## config.mk

```make
export PLATFORM = sky130hd
export DESIGN_NAME = settle_detector_flat
export DESIGN_NICKNAME = d
export VERILOG_FILES = /design/src/rtl/settle_detector_if.sv /design/src/rtl/settle_detector.sv /design/src/flat_wrapper.sv
export SDC_FILE = /design/constraint.sdc
export NUM_CORES = 1
export LEC_CHECK = 0
export CAP_MARGIN = 5
export CORE_AREA = 2 2 83 85
export CTS_BUF_LIST = sky130_fd_sc_hd__clkbuf_2
export DETAILED_ROUTE_END_ITERATION = 12
export DIE_AREA = 0 0 85 87
export GPL_TIMING_DRIVEN = 0
export PLACE_DENSITY = 0.88
export SYNTH_ARGS = -nofsm -noshare
export SYNTH_HDL_FRONTEND = slang
export SYNTH_SLANG_ARGS = --single-unit
```

## constraint.sdc

```tcl
create_clock -name clk -period 4.03 [get_ports clk]
set_input_delay 0.806 -clock clk [delete_from_list [all_inputs] [get_ports clk]]
set_output_delay 0.806 -clock clk [all_outputs]
set_load 0.05 [all_outputs]
```

## src/rtl/settle_detector_if.sv

```systemverilog
// Sample/status bundle between a filter-output source and the settle detector.
// The master drives samples and start; the slave reports tracking status.
interface settle_detector_if #(
  parameter int WIDTH = 18
);
  logic                    start;
  logic signed [WIDTH-1:0] in_val;
  logic                    in_valid;
  logic                    busy;
  logic                    settled;
  logic                    timeout;
  logic [15:0]             settle_cycles;
  logic [WIDTH:0]          err_abs;

  modport master (
    output start, in_val, in_valid,
    input  busy, settled, timeout, settle_cycles, err_abs
  );

  modport slave (
    input  start, in_val, in_valid,
    output busy, settled, timeout, settle_cycles, err_abs
  );
endinterface

```

## src/rtl/settle_detector.sv

```systemverilog
// Watches a fixed-point filter output after a start pulse and reports whether it
// settles within TOL of TARGET for HOLD consecutive samples before TIMEOUT samples.
module settle_detector #(
  parameter int WIDTH   = 18,
  parameter int EXP     = -14,
  parameter int TARGET  = 16384,
  parameter int TOL     = 164,
  parameter int HOLD    = 4,
  parameter int TIMEOUT = 64
) (
  input  logic          clk,
  input  logic          rst,
  settle_detector_if.slave bus
);

  typedef enum logic [1:0] {
    S_IDLE    = 2'd0,
    S_TRACK   = 2'd1,
    S_SETTLED = 2'd2,
    S_TIMEOUT = 2'd3
  } state_t;

  localparam logic signed [WIDTH:0] C_TARGET  = (WIDTH+1)'(TARGET);
  localparam logic        [WIDTH:0] C_TOL     = (WIDTH+1)'(TOL);
  localparam logic        [15:0]    C_HOLD    = 16'(HOLD);
  localparam logic        [15:0]    C_TIMEOUT = 16'(TIMEOUT);

  generate
    if (HOLD < 1 || TIMEOUT < HOLD || TIMEOUT > 65535 || TOL < 0) begin : g_bad_params
      $error("settle_detector: illegal HOLD/TIMEOUT/TOL combination (EXP=%0d)", EXP);
    end
  endgenerate

  state_t                  r_state;
  state_t                  w_state_next;
  logic [15:0]             r_hold_cnt;
  logic [15:0]             r_settle_cycles;
  logic [WIDTH:0]          r_err_abs;

  logic signed [WIDTH:0]   w_diff;
  logic        [WIDTH:0]   w_abs_err;
  logic                    w_in_band;
  logic                    w_accept;
  logic [15:0]             w_hold_next;
  logic [15:0]             w_cycles_next;

  // One extra bit of headroom makes the subtraction and its negation overflow-free.
  assign w_diff        = $signed({bus.in_val[WIDTH-1], bus.in_val}) - C_TARGET;
  assign w_abs_err     = w_diff[WIDTH] ? $unsigned(-w_diff) : $unsigned(w_diff);
  assign w_in_band     = (w_abs_err <= C_TOL);
  assign w_accept      = (r_state == S_TRACK) && bus.in_valid;
  assign w_hold_next   = w_in_band ? (r_hold_cnt + 16'd1) : 16'd0;
  assign w_cycles_next = r_settle_cycles + 16'd1;

  always_ff @(posedge clk or posedge rst) begin
    if (rst) begin
      r_state <= S_IDLE;
    end else begin
      r_state <= w_state_next;
    end
  end

  // Start overrides everything; a settle on the final allowed sample beats timeout.
  always_comb begin
    w_state_next = r_state;
    if (bus.start) begin
      w_state_next = S_TRACK;
    end else if (w_accept) begin
      if (w_hold_next == C_HOLD) begin
        w_state_next = S_SETTLED;
      end else if (w_cycles_next == C_TIMEOUT) begin
        w_state_next = S_TIMEOUT;
      end
    end
  end

  always_ff @(posedge clk or posedge rst) begin
    if (rst) begin
      r_hold_cnt      <= '0;
      r_settle_cycles <= '0;
      r_err_abs       <= '0;
    end else if (bus.start) begin
      r_hold_cnt      <= '0;
      r_settle_cycles <= '0;
    end else if (w_accept) begin
      r_hold_cnt      <= w_hold_next;
      r_settle_cycles <= w_cycles_next;
      r_err_abs       <= w_abs_err;
    end
  end

  always_comb begin
    bus.busy          = (r_state == S_TRACK);
    bus.settled       = (r_state == S_SETTLED);
    bus.timeout       = (r_state == S_TIMEOUT);
    bus.settle_cycles = r_settle_cycles;
    bus.err_abs       = r_err_abs;
  end

endmodule

```

## src/flat_wrapper.sv

```systemverilog
// flat-port wrapper written by rule: the top's interface ports become plain ports
module settle_detector_flat 
#(
  parameter int WIDTH   = 18,
  parameter int EXP     = -14,
  parameter int TARGET  = 16384,
  parameter int TOL     = 164,
  parameter int HOLD    = 4,
  parameter int TIMEOUT = 64
)
  (clk, rst, bus_start, bus_in_val, bus_in_valid, bus_busy, bus_settled, bus_timeout, bus_settle_cycles, bus_err_abs);
  settle_detector_if #(.WIDTH(WIDTH)) bus_i ();
  input  logic clk;
  input  logic rst;
  input wire logic [$bits(bus_i.start)-1:0] bus_start;
  input wire logic [$bits(bus_i.in_val)-1:0] bus_in_val;
  input wire logic [$bits(bus_i.in_valid)-1:0] bus_in_valid;
  output wire logic [$bits(bus_i.busy)-1:0] bus_busy;
  output wire logic [$bits(bus_i.settled)-1:0] bus_settled;
  output wire logic [$bits(bus_i.timeout)-1:0] bus_timeout;
  output wire logic [$bits(bus_i.settle_cycles)-1:0] bus_settle_cycles;
  output wire logic [$bits(bus_i.err_abs)-1:0] bus_err_abs;
  assign bus_i.start = bus_start;
  assign bus_i.in_val = bus_in_val;
  assign bus_i.in_valid = bus_in_valid;
  assign bus_busy = bus_i.busy;
  assign bus_settled = bus_i.settled;
  assign bus_timeout = bus_i.timeout;
  assign bus_settle_cycles = bus_i.settle_cycles;
  assign bus_err_abs = bus_i.err_abs;
  settle_detector #(.WIDTH(WIDTH), .EXP(EXP), .TARGET(TARGET), .TOL(TOL), .HOLD(HOLD), .TIMEOUT(TIMEOUT)) u_core (.clk(clk), .rst(rst), .bus(bus_i));
endmodule
```

==> impl_metrics.py <==
metrics = {
    "setup_path": {
        "reg2reg_from": "u_core.r_hold_cnt[1]",
        "rrSetupSlack_ns": 1.10,
        "reg2reg_to": "u_core.r_state[0]",
        "startpoint": "bus_in_val[14]",
        "ff2ff_path_depth": 8,
        "cp_max_fo": 10,
        "crit_type": "in -> reg",
        "cp-start-kind": "input port",
        "crit_arrival_ns": 4.06,
        "worst_ep_required_time_ns": 4.41,
        "end_kind": "flip-flop",
    },
    "floorplanning": {
        "ios": 60,
        "initial_utilization_pct": 58.0,
        "core_area_sq_um": 6570,
        "dieHeight_um": 87,
        "rows": 30,
        "dieArea_sq_um": 7400,
        "die_x_um": 85,
    },
    "power": {
        "leakagePower_nw": 1.82,
        "p_int_mw": 0.728,
        "comb_power_share_pct": 29.9,
        "p_sw_mw": 0.437,
        "p_total_mw": 1.16,
        "swShare_pct": 37.5,
        "powerDensity_nw_per_um2": 259,
        "clkPwrFrac_pct": 20.0,
        "peakVddDrop_v": 0.000280,
        "p_seq_share_pct": 50.0,
    },
    "finish": {
        "n_antenna_cell": 0,
        "layout_commonest_cell": "nand2_1",
        "final_cell_mix": "69 x nand2_1, 53 x dfrtp_1, 52 x clkdlybuf4s50_1, 51 x nor2_1, 29 x o21ai_0",
        "areaGrowthSynthToFinish_pct": 18.2,
        "finalNetCount": 553,
        "layout-drive-gt1-share_pct": 8.17,
    },
    "clock_network": {
        "cts_tree": "built",
        "clockBufferDepth": 2,
        "htree_levels": 2,
        "cts_setup_buffers": 0,
        "clkLatencyLatePin_ns": 0.46,
        "post_cts_resized": 0,
        "clkTransAtPathRegs_ns": 0.25,
        "cts_hold_buf": 0,
        "cts_buffers": 5,
        "clkSinkCount": 53,
        "clock-root-buffer": "clkbuf_2",
    },
    "timing": {
        "skew_ns": 0.0334,
        "fin_crit_sh_pct": 91.2,
        "fin_crit_ns": 3.67,
        "finalSetupViolCount": 0,
        "rsz0062_at_grt": "no",
        "slew_headroom_pct": 54.4,
        "hold_violations": 0,
        "slew_violations": 0,
        "fmax_mhz": 272,
        "hold_ws_ns": 0.519,
        "setup_tns_ns": 0,
        "worstMarginPinSlew_ns": 0.679,
    },
    "global_route": {
        "grtUsageTotal_pct": 26.4,
        "grt_pass1_vias": 3453,
        "grt_max_degree": 45,
        "grt_antenna_before_repair": 0,
        "grt_pass1_wl_um": 15900,
        "grt.overflow.total": 0,
    },
    "logic_synthesis": {
        "synth_area_sq_um": 3810,
        "ys_seq_area_share_pct": 34.8,
        "synth_edf_count": 0,
        "ys_ff_latch": 53,
        "synth_cell_types": 66,
        "synth_cells": 465,
        "synth_flop_cell": "dfrtp_1",
        "synthesis.nets": 493,
        "synthArstFlopShare_pct": 100,
        "yosysWarnings": 0,
        "syn-mean-instance-area_sq_um": 8.20,
    },
    "route": {
        "via_count": 3651,
        "drc": 0,
        "routedWlPerCell_um": 15.5,
        "drtIter0Drc": 288,
        "detail-route-antenna-nets": 0,
        "routed_via_density": 6.02,
        "firstDrtPassIters": 4,
        "totalWireLength_um": 9380,
    },
    "run": {
        "drv_cap": 0,
    },
    "place": {
        "io_buffers": 52,
        "gp_congestion": 0.919,
        "place_hpwl_um": 6990,
    },
    "min_path": {
        "holdCritStartpoint": "u_core.bus.err_abs[13]",
        "holdPathStages": 2,
        "hp-class": "reg -> reg",
        "hold_end": "u_core.bus.err_abs[13]",
    },
    "status": {
        "status": "completed",
    },
}
-- critical path, stage by stage --
cell and delay [ns]:
clkdlybuf4s50_1 0.64, inv_1 0.13, ha_1 0.23, buf_2 0.18, nor2b_1 0.18, nor2_1 0.20
buf_2 0.27, nor3_1 0.09, o32ai_1 0.43, nor3b_4 0.37, buf_2 0.29, nand4_1 0.14
o211ai_2 0.10
-- layer usage --
layer | routed length [um] | GRT usage [%] | vias to the layer above
li1 | - | - | 1798
met1 | 4140 | 34.1 | 1722
met2 | 4500 | 44.2 | 110
met3 | 484 | 4.74 | 21
met4 | 253 | 10.2 | 0
met5 | 0 | 0 | -
-- worst max-delay path by stage --
stage | endpoint | depth (start not counted)
finish | u_core.r_hold_cnt[11] | 13
global route | u_core.r_hold_cnt[15] | 13
CTS | u_core.r_hold_cnt[11] | 13
detailed placement | u_core.r_hold_cnt[11] | 13
global placement | u_core.r_hold_cnt[11] | 13
floorplan | u_core.r_hold_cnt[11] | 10
-- cell type report --
type | count | area, sq um
multi-input combinational | 372 | 2310
fill | 546 | 2070
sequential | 53 | 1330
timing repair buffer | 53 | 541
buffer | 29 | 131
tap | 80 | 100
inverter | 11 | 41.3
clock inverter | 3 | 26.3
clock buffer | 5 | 25.0
-- kinds of logic after synthesis --
logic type | Yosys count | share of synthesized area, %
multiplexers | 5 | 1.38
XOR/XNOR | 33 | 7.58
buffers and inverters | 40 | 4.53
adder cells (fa/ha/maj) | 6 | 1.97
AO/OA/AOI/OAI | 89 | 17.1
AND/OR/NAND/NOR | 239 | 32.6
flip-flops | 53 | 34.8
-- synth_stat cells (9+ instances only) --
cell	count	share of area [%]
nor2_1	51	5.0
xor2_1	18	4.1
nand4_1	18	3.0
nor3_1	15	2.0
xnor2_1	15	3.4
clkbuf_1	18	1.8
nand2_1	69	6.8
inv_1	11	1.1
o21ai_0	29	3.8
a21oi_1	9	1.2
dfrtp_1	53	35
nand3_1	25	3.3
-- flip-flops by register name, summed over array words and instances (netlist names) --
register,count
u_core.bus.err_abs,19
u_core.bus.settle_cycles,16
u_core.r_hold_cnt,16
u_core.r_state,2
-- power groups by stage --
stage / Combinational [mW] / Clock, mW / Sequential (mW)
finish: 0.349 / 0.233 / 0.583
global route: 0.374 / 0.266 / 0.587
global placement: 0.342 / 0 / 0.592
detailed placement: 0.349 / 0 / 0.592
CTS: 0.350 / 0.245 / 0.583
floorplan: 0.120 / 0 / 0.697
-- through the flow --
stage | instance area (sq um) | std cells | util [%] | setup slack (ns)
finish | 4500 | 606 | 68.6 | 0.356
global route | 4500 | 606 | 68.6 | 0.232
CTS | 4500 | 606 | 68.6 | 0.412
detailed placement | 4450 | 598 | 67.8 | -0.0695
global placement | 4430 | 597 | 67.5 | -0.000948
floorplan | 3810 | 465 | - | 1.20
No activity file was read; power rests on OpenSTA's default activity.
